--- config.mk ---
export PLATFORM = sky130hd
export DESIGN_NAME = zbt_cmd_ctrl_flat
export DESIGN_NICKNAME = d
export VERILOG_FILES = /design/src/rtl/zbt_ctrl_pkg.sv /design/src/rtl/zbt_cmd_ctrl_if.sv /design/src/rtl/zbt_lat_shift.sv /design/src/rtl/zbt_cmd_ctrl.sv /design/src/flat_wrapper.sv
export SDC_FILE = /design/constraint.sdc
export NUM_CORES = 1
export LEC_CHECK = 0
export CELL_PAD_IN_SITES_DETAIL_PLACEMENT = 1
export CELL_PAD_IN_SITES_GLOBAL_PLACEMENT = 2
export CORE_UTILIZATION = 24
export CTS_BUF_LIST = sky130_fd_sc_hd__clkbuf_8
export CTS_CLUSTER_SIZE = 25
export DETAILED_ROUTE_END_ITERATION = 12
export PLACE_DENSITY = 0.8
export REMOVE_ABC_BUFFERS = 1
export SLEW_MARGIN = 25
export SYNTH_ARGS = -nofsm -noshare
export SYNTH_HDL_FRONTEND = slang
export SYNTH_SLANG_ARGS = --single-unit
--- constraint.sdc ---
create_clock -name clk -period 3.7 [get_ports clk]
set_input_delay 0.555 -clock clk [delete_from_list [all_inputs] [get_ports clk]]
set_output_delay 0.555 -clock clk [all_outputs]
set_load 0.01 [all_outputs]
--- src/rtl/zbt_ctrl_pkg.sv ---
// Shared types and constants for the ZBT SSRAM command sequencer.
package zbt_ctrl_pkg;

  typedef enum logic {
    ST_IDLE  = 1'b0,
    ST_BURST = 1'b1
  } state_e;

  localparam int unsigned WR_LAT_DEF = 2;
  localparam int unsigned RD_LAT_DEF = 4;
  localparam int unsigned MAX_BURST  = 4;
  localparam int unsigned LEN_W      = $clog2(MAX_BURST);

endpackage

--- src/rtl/zbt_cmd_ctrl_if.sv ---
// User command/data bus plus pipe-stage signals of the ZBT command sequencer.
interface zbt_cmd_ctrl_if #(
  parameter int unsigned ASIZE  = 18,
  parameter int unsigned DSIZE  = 36,
  parameter int unsigned BWSIZE = 4
);
  logic              user_req;
  logic              user_rd_wr_n;
  logic [ASIZE-1:0]  user_addr;
  logic [1:0]        user_len;
  logic [BWSIZE-1:0] user_dm;
  logic              user_ack;
  logic              wdata_req;
  logic [DSIZE-1:0]  user_wdata;
  logic [DSIZE-1:0]  rdata;
  logic              rdata_valid;
  logic              busy;
  logic              cen_n;
  logic [ASIZE-1:0]  addr;
  logic              rd_wr_n;
  logic              addr_adv_ld_n;
  logic [BWSIZE-1:0] dm;
  logic [DSIZE-1:0]  data_out;
  logic              data_oe;
  logic [DSIZE-1:0]  rd_data_in;

  // User / pipe-stage side
  modport master (
    output user_req, user_rd_wr_n, user_addr, user_len, user_dm, user_wdata, rd_data_in,
    input  user_ack, wdata_req, rdata, rdata_valid, busy, cen_n, addr, rd_wr_n,
           addr_adv_ld_n, dm, data_out, data_oe
  );

  // Sequencer side
  modport slave (
    input  user_req, user_rd_wr_n, user_addr, user_len, user_dm, user_wdata, rd_data_in,
    output user_ack, wdata_req, rdata, rdata_valid, busy, cen_n, addr, rd_wr_n,
           addr_adv_ld_n, dm, data_out, data_oe
  );
endinterface

--- src/rtl/zbt_lat_shift.sv ---
// Fixed-latency shift register carrying a data word and its valid bit.
module zbt_lat_shift #(
  parameter int unsigned WIDTH = 1,
  parameter int unsigned DEPTH = 1
) (
  input  logic             clk,
  input  logic             reset,
  input  logic             in_valid,
  input  logic [WIDTH-1:0] in_data,
  output logic             out_valid,
  output logic [WIDTH-1:0] out_data,
  output logic             any_valid
);

  logic [DEPTH-1:0] valid_q, valid_d;
  logic [WIDTH-1:0] data_q [DEPTH];
  logic [WIDTH-1:0] data_d [DEPTH];

  // Empty slots carry zero data so the output is quiet between words
  always_comb begin
    valid_d = '0;
    for (int i = 0; i < int'(DEPTH); i++) data_d[i] = '0;
    valid_d[0] = in_valid;
    data_d[0]  = in_valid ? in_data : '0;
    for (int i = 1; i < int'(DEPTH); i++) begin
      valid_d[i] = valid_q[i-1];
      data_d[i]  = data_q[i-1];
    end
  end

  always_ff @(posedge clk or posedge reset) begin
    if (reset) begin
      valid_q <= '0;
      for (int i = 0; i < int'(DEPTH); i++) data_q[i] <= '0;
    end else begin
      valid_q <= valid_d;
      for (int i = 0; i < int'(DEPTH); i++) data_q[i] <= data_d[i];
    end
  end

  assign out_valid = valid_q[DEPTH-1];
  assign out_data  = data_q[DEPTH-1];
  assign any_valid = |valid_q;

endmodule

--- src/rtl/zbt_cmd_ctrl.sv ---
// ZBT SSRAM command sequencer: turns user bursts into registered pipe-stage
// commands, delays write data to the write latency and tags returning reads.
module zbt_cmd_ctrl
  import zbt_ctrl_pkg::*;
#(
  parameter int unsigned ASIZE  = 18,
  parameter int unsigned DSIZE  = 36,
  parameter int unsigned BWSIZE = 4,
  parameter int unsigned WR_LAT = WR_LAT_DEF,
  parameter int unsigned RD_LAT = RD_LAT_DEF
) (
  input  logic           clk,
  input  logic           reset,
  zbt_cmd_ctrl_if.slave  bus
);

  state_e            state_q, state_d;
  logic [LEN_W-1:0]  cnt_q, cnt_d;
  logic [ASIZE-1:0]  addr_q, addr_d;
  logic              rd_wr_n_q, rd_wr_n_d;
  logic              adv_ld_n_q, adv_ld_n_d;
  logic              cen_n_q, cen_n_d;
  logic [BWSIZE-1:0] dm_q, dm_d;
  logic              wdata_req_q, wdata_req_d;
  logic              ack_c;

  logic              wr_oe, wr_busy;
  logic [DSIZE-1:0]  wr_data;
  logic              rd_vld, rd_tag, rd_busy;

  // Next-state: cnt_q counts beats remaining after the one now on the outputs
  always_comb begin
    state_d     = ST_IDLE;
    cnt_d       = cnt_q;
    addr_d      = addr_q;
    rd_wr_n_d   = 1'b1;
    adv_ld_n_d  = 1'b1;
    cen_n_d     = 1'b1;
    dm_d        = '0;
    wdata_req_d = 1'b0;
    ack_c       = bus.user_req && ((state_q == ST_IDLE) || (cnt_q == '0));

    if (ack_c) begin
      state_d     = ST_BURST;
      cnt_d       = bus.user_len;
      addr_d      = bus.user_addr;
      rd_wr_n_d   = bus.user_rd_wr_n;
      adv_ld_n_d  = 1'b0;
      cen_n_d     = 1'b0;
      dm_d        = bus.user_rd_wr_n ? '0 : bus.user_dm;
      wdata_req_d = !bus.user_rd_wr_n;
    end else if ((state_q == ST_BURST) && (cnt_q != '0)) begin
      state_d     = ST_BURST;
      cnt_d       = cnt_q - LEN_W'(1);
      rd_wr_n_d   = rd_wr_n_q;
      cen_n_d     = 1'b0;
      dm_d        = dm_q;
      wdata_req_d = wdata_req_q;
    end
  end

  always_ff @(posedge clk or posedge reset) begin
    if (reset) begin
      state_q     <= ST_IDLE;
      cnt_q       <= '0;
      addr_q      <= '0;
      rd_wr_n_q   <= 1'b1;
      adv_ld_n_q  <= 1'b1;
      cen_n_q     <= 1'b1;
      dm_q        <= '0;
      wdata_req_q <= 1'b0;
    end else begin
      state_q     <= state_d;
      cnt_q       <= cnt_d;
      addr_q      <= addr_d;
      rd_wr_n_q   <= rd_wr_n_d;
      adv_ld_n_q  <= adv_ld_n_d;
      cen_n_q     <= cen_n_d;
      dm_q        <= dm_d;
      wdata_req_q <= wdata_req_d;
    end
  end

  zbt_lat_shift #(.WIDTH(DSIZE), .DEPTH(WR_LAT)) u_wr_line (
    .clk       (clk),
    .reset     (reset),
    .in_valid  (wdata_req_q),
    .in_data   (bus.user_wdata),
    .out_valid (wr_oe),
    .out_data  (wr_data),
    .any_valid (wr_busy)
  );

  // Read tag marks which future rd_data_in cycles carry a requested word
  zbt_lat_shift #(.WIDTH(1), .DEPTH(RD_LAT)) u_rd_line (
    .clk       (clk),
    .reset     (reset),
    .in_valid  (!cen_n_q && rd_wr_n_q),
    .in_data   (1'b1),
    .out_valid (rd_vld),
    .out_data  (rd_tag),
    .any_valid (rd_busy)
  );

  assign bus.user_ack      = ack_c;
  assign bus.wdata_req     = wdata_req_q;
  assign bus.cen_n         = cen_n_q;
  assign bus.addr          = addr_q;
  assign bus.rd_wr_n       = rd_wr_n_q;
  assign bus.addr_adv_ld_n = adv_ld_n_q;
  assign bus.dm            = dm_q;
  assign bus.data_out      = wr_data;
  assign bus.data_oe       = wr_oe;
  assign bus.rdata_valid   = rd_vld && rd_tag;
  assign bus.rdata         = (rd_vld && rd_tag) ? bus.rd_data_in : '0;
  assign bus.busy          = (state_q == ST_BURST) || wr_busy || rd_busy;

endmodule

--- src/flat_wrapper.sv ---
// flat-port wrapper written by rule: the top's interface ports become plain ports
module zbt_cmd_ctrl_flat import zbt_ctrl_pkg::*;
#(
  parameter int unsigned ASIZE  = 18,
  parameter int unsigned DSIZE  = 36,
  parameter int unsigned BWSIZE = 4,
  parameter int unsigned WR_LAT = WR_LAT_DEF,
  parameter int unsigned RD_LAT = RD_LAT_DEF
)
  (clk, reset, bus_user_req, bus_user_rd_wr_n, bus_user_addr, bus_user_len, bus_user_dm, bus_user_wdata, bus_rd_data_in, bus_user_ack, bus_wdata_req, bus_rdata, bus_rdata_valid, bus_busy, bus_cen_n, bus_addr, bus_rd_wr_n, bus_addr_adv_ld_n, bus_dm, bus_data_out, bus_data_oe);
  zbt_cmd_ctrl_if #(.ASIZE(ASIZE), .DSIZE(DSIZE), .BWSIZE(BWSIZE)) bus_i ();
  input  logic clk;
  input  logic reset;
  input wire logic [$bits(bus_i.user_req)-1:0] bus_user_req;
  input wire logic [$bits(bus_i.user_rd_wr_n)-1:0] bus_user_rd_wr_n;
  input wire logic [$bits(bus_i.user_addr)-1:0] bus_user_addr;
  input wire logic [$bits(bus_i.user_len)-1:0] bus_user_len;
  input wire logic [$bits(bus_i.user_dm)-1:0] bus_user_dm;
  input wire logic [$bits(bus_i.user_wdata)-1:0] bus_user_wdata;
  input wire logic [$bits(bus_i.rd_data_in)-1:0] bus_rd_data_in;
  output wire logic [$bits(bus_i.user_ack)-1:0] bus_user_ack;
  output wire logic [$bits(bus_i.wdata_req)-1:0] bus_wdata_req;
  output wire logic [$bits(bus_i.rdata)-1:0] bus_rdata;
  output wire logic [$bits(bus_i.rdata_valid)-1:0] bus_rdata_valid;
  output wire logic [$bits(bus_i.busy)-1:0] bus_busy;
  output wire logic [$bits(bus_i.cen_n)-1:0] bus_cen_n;
  output wire logic [$bits(bus_i.addr)-1:0] bus_addr;
  output wire logic [$bits(bus_i.rd_wr_n)-1:0] bus_rd_wr_n;
  output wire logic [$bits(bus_i.addr_adv_ld_n)-1:0] bus_addr_adv_ld_n;
  output wire logic [$bits(bus_i.dm)-1:0] bus_dm;
  output wire logic [$bits(bus_i.data_out)-1:0] bus_data_out;
  output wire logic [$bits(bus_i.data_oe)-1:0] bus_data_oe;
  assign bus_i.user_req = bus_user_req;
  assign bus_i.user_rd_wr_n = bus_user_rd_wr_n;
  assign bus_i.user_addr = bus_user_addr;
  assign bus_i.user_len = bus_user_len;
  assign bus_i.user_dm = bus_user_dm;
  assign bus_i.user_wdata = bus_user_wdata;
  assign bus_i.rd_data_in = bus_rd_data_in;
  assign bus_user_ack = bus_i.user_ack;
  assign bus_wdata_req = bus_i.wdata_req;
  assign bus_rdata = bus_i.rdata;
  assign bus_rdata_valid = bus_i.rdata_valid;
  assign bus_busy = bus_i.busy;
  assign bus_cen_n = bus_i.cen_n;
  assign bus_addr = bus_i.addr;
  assign bus_rd_wr_n = bus_i.rd_wr_n;
  assign bus_addr_adv_ld_n = bus_i.addr_adv_ld_n;
  assign bus_dm = bus_i.dm;
  assign bus_data_out = bus_i.data_out;
  assign bus_data_oe = bus_i.data_oe;
  zbt_cmd_ctrl #(.ASIZE(ASIZE), .DSIZE(DSIZE), .BWSIZE(BWSIZE), .WR_LAT(WR_LAT), .RD_LAT(RD_LAT)) u_core (.clk(clk), .reset(reset), .bus(bus_i));
endmodule
==> results of run 1 <==
==> cells by family (layout without fill, tap and decap cells) <==
group,after synthesis,count (layout),share of synthesized area (%)
buffers and inverters,17,228,2.243
and+or+nand+nor,82,82,14.40
adders and majority gates,1,1,0.3503
AOI/OAI and AO/OA,11,11,2.242
DFF,107,107,75.09
muxes,18,18,5.676
==> flip-flops by register name (all words and copies together) (netlist names) <==
signal                     flops
u_core.bus.addr               18
u_core.bus.addr_adv_ld_n       1
u_core.bus.cen_n               1
u_core.bus.dm                  4
u_core.bus.rd_wr_n             1
u_core.bus.wdata_req           1
u_core.cnt_q                   2
u_core.state_q                 1
u_core.u_rd_line.out_data      1
u_core.u_rd_line.valid_q       3
u_core.u_wr_line.data_d       36
u_core.u_wr_line.out_data     36
u_core.u_wr_line.valid_q       2
==> worst paths after layout <==
check                                             from  slack (ps)  depth (start not counted)                             to
max                          u_core.u_rd_line.out_data        1090                          2                   bus_rdata[1]
min                        u_core.u_wr_line.data_d[14]         350                          0  u_core.u_wr_line.out_data[14]
max reg2reg                            u_core.cnt_q[0]        1970                          5               u_core.bus.dm[1]
min reg2reg                u_core.u_wr_line.data_d[14]         350                          0  u_core.u_wr_line.out_data[14]
max in group asynchronous                        reset        2310                          3    u_core.u_wr_line.data_d[29]
min in group asynchronous                        reset         670                          2    u_core.u_wr_line.data_d[35]
==> placed cells by master, fill, tap and decap left out <==
cell / instances
buf_4: 4
clkinv_8: 2
inv_1: 6
mux2_2: 18
inv_6: 4
clkinvlp_4: 1
inv_8: 1
and2_1: 72
dfstp_2: 3
nand2b_2: 1
nor2b_1: 1
a22o_1: 4
a21oi_1: 3
a21o_1: 1
nand2_1: 2
nor4_1: 1
o21ai_0: 1
o211a_1: 1
nand2_2: 1
ha_1: 1
clkbuf_8: 9
nor3_4: 1
dfrtp_1: 104
nor3_1: 1
a211oi_1: 1
clkdlybuf4s50_1: 201
nor2_1: 2
==> report_power, final <==
part           total [µW]  switching (µW)  internal, µW
Clock                 700             432           268
Sequential           1700             174          1520
Combinational        1430             557           875
Total                3830            1160          2670
==> metrics by stage <==
step,utilization [%],instance area (µm²),cells
detailed placement,39.87,5794,615
global placement,39.85,5792,615
floorplan,-,3517,226
finish,41.25,5996,631
global route,41.25,5996,631
CTS,41.25,5996,631
==> area by class of cell <==
cell class / count / area (µm²)
Fill cell: 1531 / 8538
Inverter: 7 / 31.28
Sequential cell: 107 / 2681
Clock buffer: 9 / 123.9
Clock inverter: 7 / 77.57
Timing Repair Buffer: 205 / 2042
Multi-Input combinational cell: 112 / 809.5
Tap cell: 184 / 230.2
==> layer usage <==
layer	routed length (µm)	GRT usage [%]
met5	0	0
met4	152	5.580
met3	1289	6.090
met2	5036	23.06
met1	3024	12.15
==> critical path: stages (launching register included) <==
cell and delay, ps:
dfrtp_1 860, and2_1 270, clkdlybuf4s50_1 550
==> reports/metrics.cfg, run 1 <==
[synth]
ys_warn_count = 0
yosysTopAreaCell = dfrtp_1
yosysMostFrequentCell = dfrtp_1
synth_area_um2 = 3571
synth_seq_cells = 107
yosysUniqueCellTypes = 23
synthFlopType = dfrtp_1
synth_edf_count = 0
syn-instance-count = 236
ys_top_cells_by_area = dfrtp_1 (73%), and2_1 (13%), mux2_2 (5.7%)
yosysTopAreaCellShare_pct = 72.88
synth.avg_cell_area_um2 = 15.13
synth-async-reset-ratio_pct = 100.0
seq_area_frac_synth_pct = 75.09
synthTopCellsByCount = dfrtp_1 (104), and2_1 (72), mux2_2 (18), clkbuf_1 (7), inv_1 (7)

[sta]
skew_ps = 18.18
tightest_slew_ps = 834.8
slew_headroom_pct = 44.24
drv_slew = 0
setup_viol = 0
final.setup.tns_ps = 0
rsz0062_at_grt = no
hold-worst-slack_ps = 348.6
timing.fmax_mhz = 382.6
postLayoutSetupSlackWorst_ps = 1086
period_needed_ps = 2614
period_share_pct = 70.65
final_hold_viol_count = 0

[placed_design]
place_congestion = 0.6732
port_buffers = 201
dp_worst_setup_slack_ps = 1226
dp_hpwl_um = 7435

[die]
initial_utilization_pct = 24.57
die_w_um = 124.0
num_rows = 44
design.core.area_um2 = 14530
die_area_um2 = 15370
io_pins = 202
die_h_um = 124.0

[clock_tree]
numCtsBuffers = 9
clock-sinks = 107
cts_hold_buf = 0
cts-root-buf = clkbuf_8
cts_max_path_buffers = 2
post_cts_resized = 0
cts_htree_levels = 3
cts_tree = built
clk_latency_ps = 380
cts_setup_buffers = 0
cts.clk_slew.worst_paths_ps = 110

[detailed_routing]
first_iter_violations = 51
post-route-drc-count = 0
viasPerCell = 3.995
antenna_left = 0
vias = 2521
first_pass_iters = 4
wl_um = 9502
wire_per_inst_um = 15.06

[global_routing]
overflow = 0
first_global_vias = 2698
grt_use_total_pct = 12.73
grt_antenna_before_repair = 0
grt_start_max_net_pins = 90
grt_pass1_wl_um = 14150

[worst_setup_path]
cp.arrival_ps = 2060
required_ps = 3140
cp-end-kind = primary output
crit_type = flop to primary output
cp-start-kind = flop
path_max_fanout = 38

[worst_hold_path]
hold_path_class = flop to flop

[final_layout]
drive_gt1_share_pct = 10.07
final_nets = 543
num_antenna_cells = 0
area_delta_synth_final_pct = 67.90

[run_status]
outcome = finished clean

[power_and_ir_drop]
ir_drop_mv = 0.2612
total_power_uw = 3831
p_leak_uw = 0.002645
power_density_nw_per_um2 = 638.9

[run]
drv_cap = 0

Power figures use the tool's default switching activity.
==> inputs of run 2 (changes only) <==
--- a/config.mk
+++ b/config.mk
@@ -7,11 +7,11 @@
 export LEC_CHECK = 0
 export CELL_PAD_IN_SITES_DETAIL_PLACEMENT = 1
 export CELL_PAD_IN_SITES_GLOBAL_PLACEMENT = 2
-export CORE_UTILIZATION = 24
+export CORE_UTILIZATION = 22
 export CTS_BUF_LIST = sky130_fd_sc_hd__clkbuf_8
 export CTS_CLUSTER_SIZE = 25
 export DETAILED_ROUTE_END_ITERATION = 12
-export PLACE_DENSITY = 0.8
+export PLACE_DENSITY = 0.77
 export REMOVE_ABC_BUFFERS = 1
 export SLEW_MARGIN = 25
 export SYNTH_ARGS = -nofsm -noshare
==> constraint.sdc (replaced) <==
create_clock -name clk -period 2.1 [get_ports clk]
set_input_delay 0.315 -clock clk [delete_from_list [all_inputs] [get_ports clk]]
set_output_delay 0.315 -clock clk [all_outputs]
set_load 0.01 [all_outputs]
==> run 2 against run 1 <==
Compared with the run above:
- register-to-register slack got worse by 1500 ps
- power is 81% higher
- non-clock buffer count up 6
- sequential power is 73% higher
- clock power up 87%
- global-route usage fell by 1.3 points
- core utilization decreased by 2.6 points
- count of clock-buffer cells in the layout rose by 1
- critical path type unchanged
- critical endpoint is now bus_rdata[26]
==> reports/metrics.cfg, run 2 (synthesized netlist as in run 1, its figures left out) <==
[clock_tree]
cts_htree_levels = 3  ; unchanged
clk_latency_ps = 370  ; about the same
cts.clk_slew.worst_paths_ps = 100  ; about the same
cts_max_path_buffers = 2  ; unchanged
clock-sinks = 107  ; unchanged
cts_hold_buf = 0  ; unchanged
numCtsBuffers = 9  ; unchanged
cts-root-buf = clkbuf_8
cts_tree = built

[die]
die_area_um2 = 16740  ; +8.9%
design.core.area_um2 = 15890  ; +9.3%
die_w_um = 129.4  ; +4.4%
die_h_um = 129.4  ; +4.4%
io_pins = 202  ; unchanged
initial_utilization_pct = 22.48  ; -2.1 points
num_rows = 46  ; +4.5%

[worst_setup_path]
worst_path_max_delay_cell = clkdlybuf4s50_1
cp.arrival_ps = 1660  ; -400 ps
path_cells = buf_12, and2_1, clkdlybuf4s50_1
crit_type = flop to primary output
cp-start-kind = flop
required_ps = 1780  ; -1360 ps
path_max_fanout = 37  ; -2.6%
critPathMaxStageDelay_ps = 540  ; -320 ps
cp-end-kind = primary output

[final_layout]
area_delta_synth_final_pct = 71.79
layout_common_cells = clkdlybuf4s50_1 (199), dfrtp_1 (104), and2_1 (72), mux2_2 (18), clkbuf_8 (10)
drive_gt1_share_pct = 11.26  ; +1.2 points
num_antenna_cells = 0  ; unchanged
final_nets = 549  ; +1.1%
layout_commonest_cell = clkdlybuf4s50_1

[global_routing]
grt_antenna_before_repair = 0  ; unchanged
grt_start_max_net_pins = 39  ; -57%
grt_pass1_wl_um = 14320  ; +1.2%
first_global_vias = 2846  ; +5.5%
overflow = 0  ; unchanged
grt_use_total_pct = 11.44  ; -1.3 points

[sta]
period_share_pct = 93.97
rsz0062_at_grt = no
final.setup.tns_ps = 0  ; unchanged
period_needed_ps = 1973
setup_viol = 0  ; unchanged
slew_headroom_pct = 74.30  ; +30 points
drv_slew = 0  ; unchanged
timing.fmax_mhz = 506.7
tightest_slew_ps = 385.4  ; -449.3 ps
final_hold_viol_count = 0  ; unchanged
skew_ps = 8.934  ; -9.244 ps

[power_and_ir_drop]
total_power_uw = 6916  ; +81%
ir_drop_mv = 0.4620  ; +77%
power_density_nw_per_um2 = 1127  ; +76%
p_leak_uw = 0.002713  ; +2.6%

[run_status]
outcome = finished clean

[detailed_routing]
vias = 2564  ; +1.7%
viasPerCell = 3.833  ; -4.1%
first_iter_violations = 46  ; -9.8%
antenna_left = 0  ; unchanged
wl_um = 9396  ; -1.1%
wire_per_inst_um = 14.04  ; -6.7%
first_pass_iters = 3  ; -1
post-route-drc-count = 0  ; unchanged

[placed_design]
place_congestion = 0.6531  ; -3.0%
port_buffers = 201  ; unchanged
dp_hpwl_um = 7142  ; -3.9%

[run]
drv_cap = 0  ; unchanged

[worst_hold_path]
hold_path_class = primary input to async pin

run 2: cell types whose count changed in the layout (fill, tap and decap cells not counted), sizes merged:
| cell | change |
|---|---|
| buf | +6 |
| bufinv | +1 |
| clkbuf | +1 |
| clkdlybuf4s50 | -2 |
| dlygate4sd2 | +1 |
| dlymetal6s2s | +1 |
| inv | -2 |
run 2: cell type report:
cell class | instances | area [µm²]
fill | 1711 | 9751
sequential | 107 | 2681
timing repair buffer | 211 | 2126
multi-input combinational | 112 | 815.8
tap | 216 | 270.3
clock buffer | 10 | 137.6
clock inverter | 6 | 75.07
inverter | 7 | 28.78
run 2: through the flow:
| step | instances | util (%) | hold WS [ps] | area (µm²) | worst slack [ps] |
|---|---|---|---|---|---|
| final | 669 | 38.62 | 266.7 | 6135 | 126.5 |
| after global routing | 669 | 38.62 | 279.4 | 6135 | 16.92 |
| after CTS | 669 | 38.51 | 260.2 | 6117 | 30.84 |
| after detailed placement | 652 | 37.11 | 335.8 | 5894 | 314.4 |
| after global placement | 652 | 37.11 | 331.3 | 5894 | 310.5 |
| after floorplan | 226 | - | 331.2 | 3517 | -1027 |
run 2: path summary, 6_finish.rpt:
kind | start | to | slack, ps | depth (start not counted)
max in group asynchronous | reset | u_core.bus.cen_n | 1250 | 3
hold / removal | reset | u_core.bus.addr[13] | 270 | 2
hold reg to reg | u_core.u_wr_line.data_d[33] | u_core.u_wr_line.out_data[33] | 350 | 0
setup / recovery | u_core.u_rd_line.out_data | bus_rdata[26] | 130 | 3
setup reg to reg | u_core.cnt_q[0] | u_core.bus.addr[16] | 470 | 6
min in group clk | u_core.u_wr_line.data_d[33] | u_core.u_wr_line.out_data[33] | 350 | 0
run 2: repair_timing:
action	CTS	global route
pin swaps	0	0
endpoints found under the setup margin	4	14
setup buffers	1	0
gates resized for setup	2	4
run 2: routing by layer:
metal	track usage (%)	wire (µm)	share of wire, %	up-vias
li1	-	-	-	1163
met1	12.15	3544	38	1250
met2	19.23	4443	47	139
met3	5.615	1252	13	12
met4	4.983	155	1.6	0
met5	0	0	0	-
run 2: where the power goes:
group          internal [µW]  total (µW)  switching (µW)
registers               2690        2940             250
clock network            596        1310             716
logic                   1610        2670            1060
total                   4890        6920            2030
run 2: worst max-delay path: cells and delay by family (launching register included):
| family | cells | cell delay [ps] |
|---|---|---|
| buffers and inverters | 2 | 720 |
| and+or+nand+nor | 1 | 170 |
| DFF | 1 | 400 |
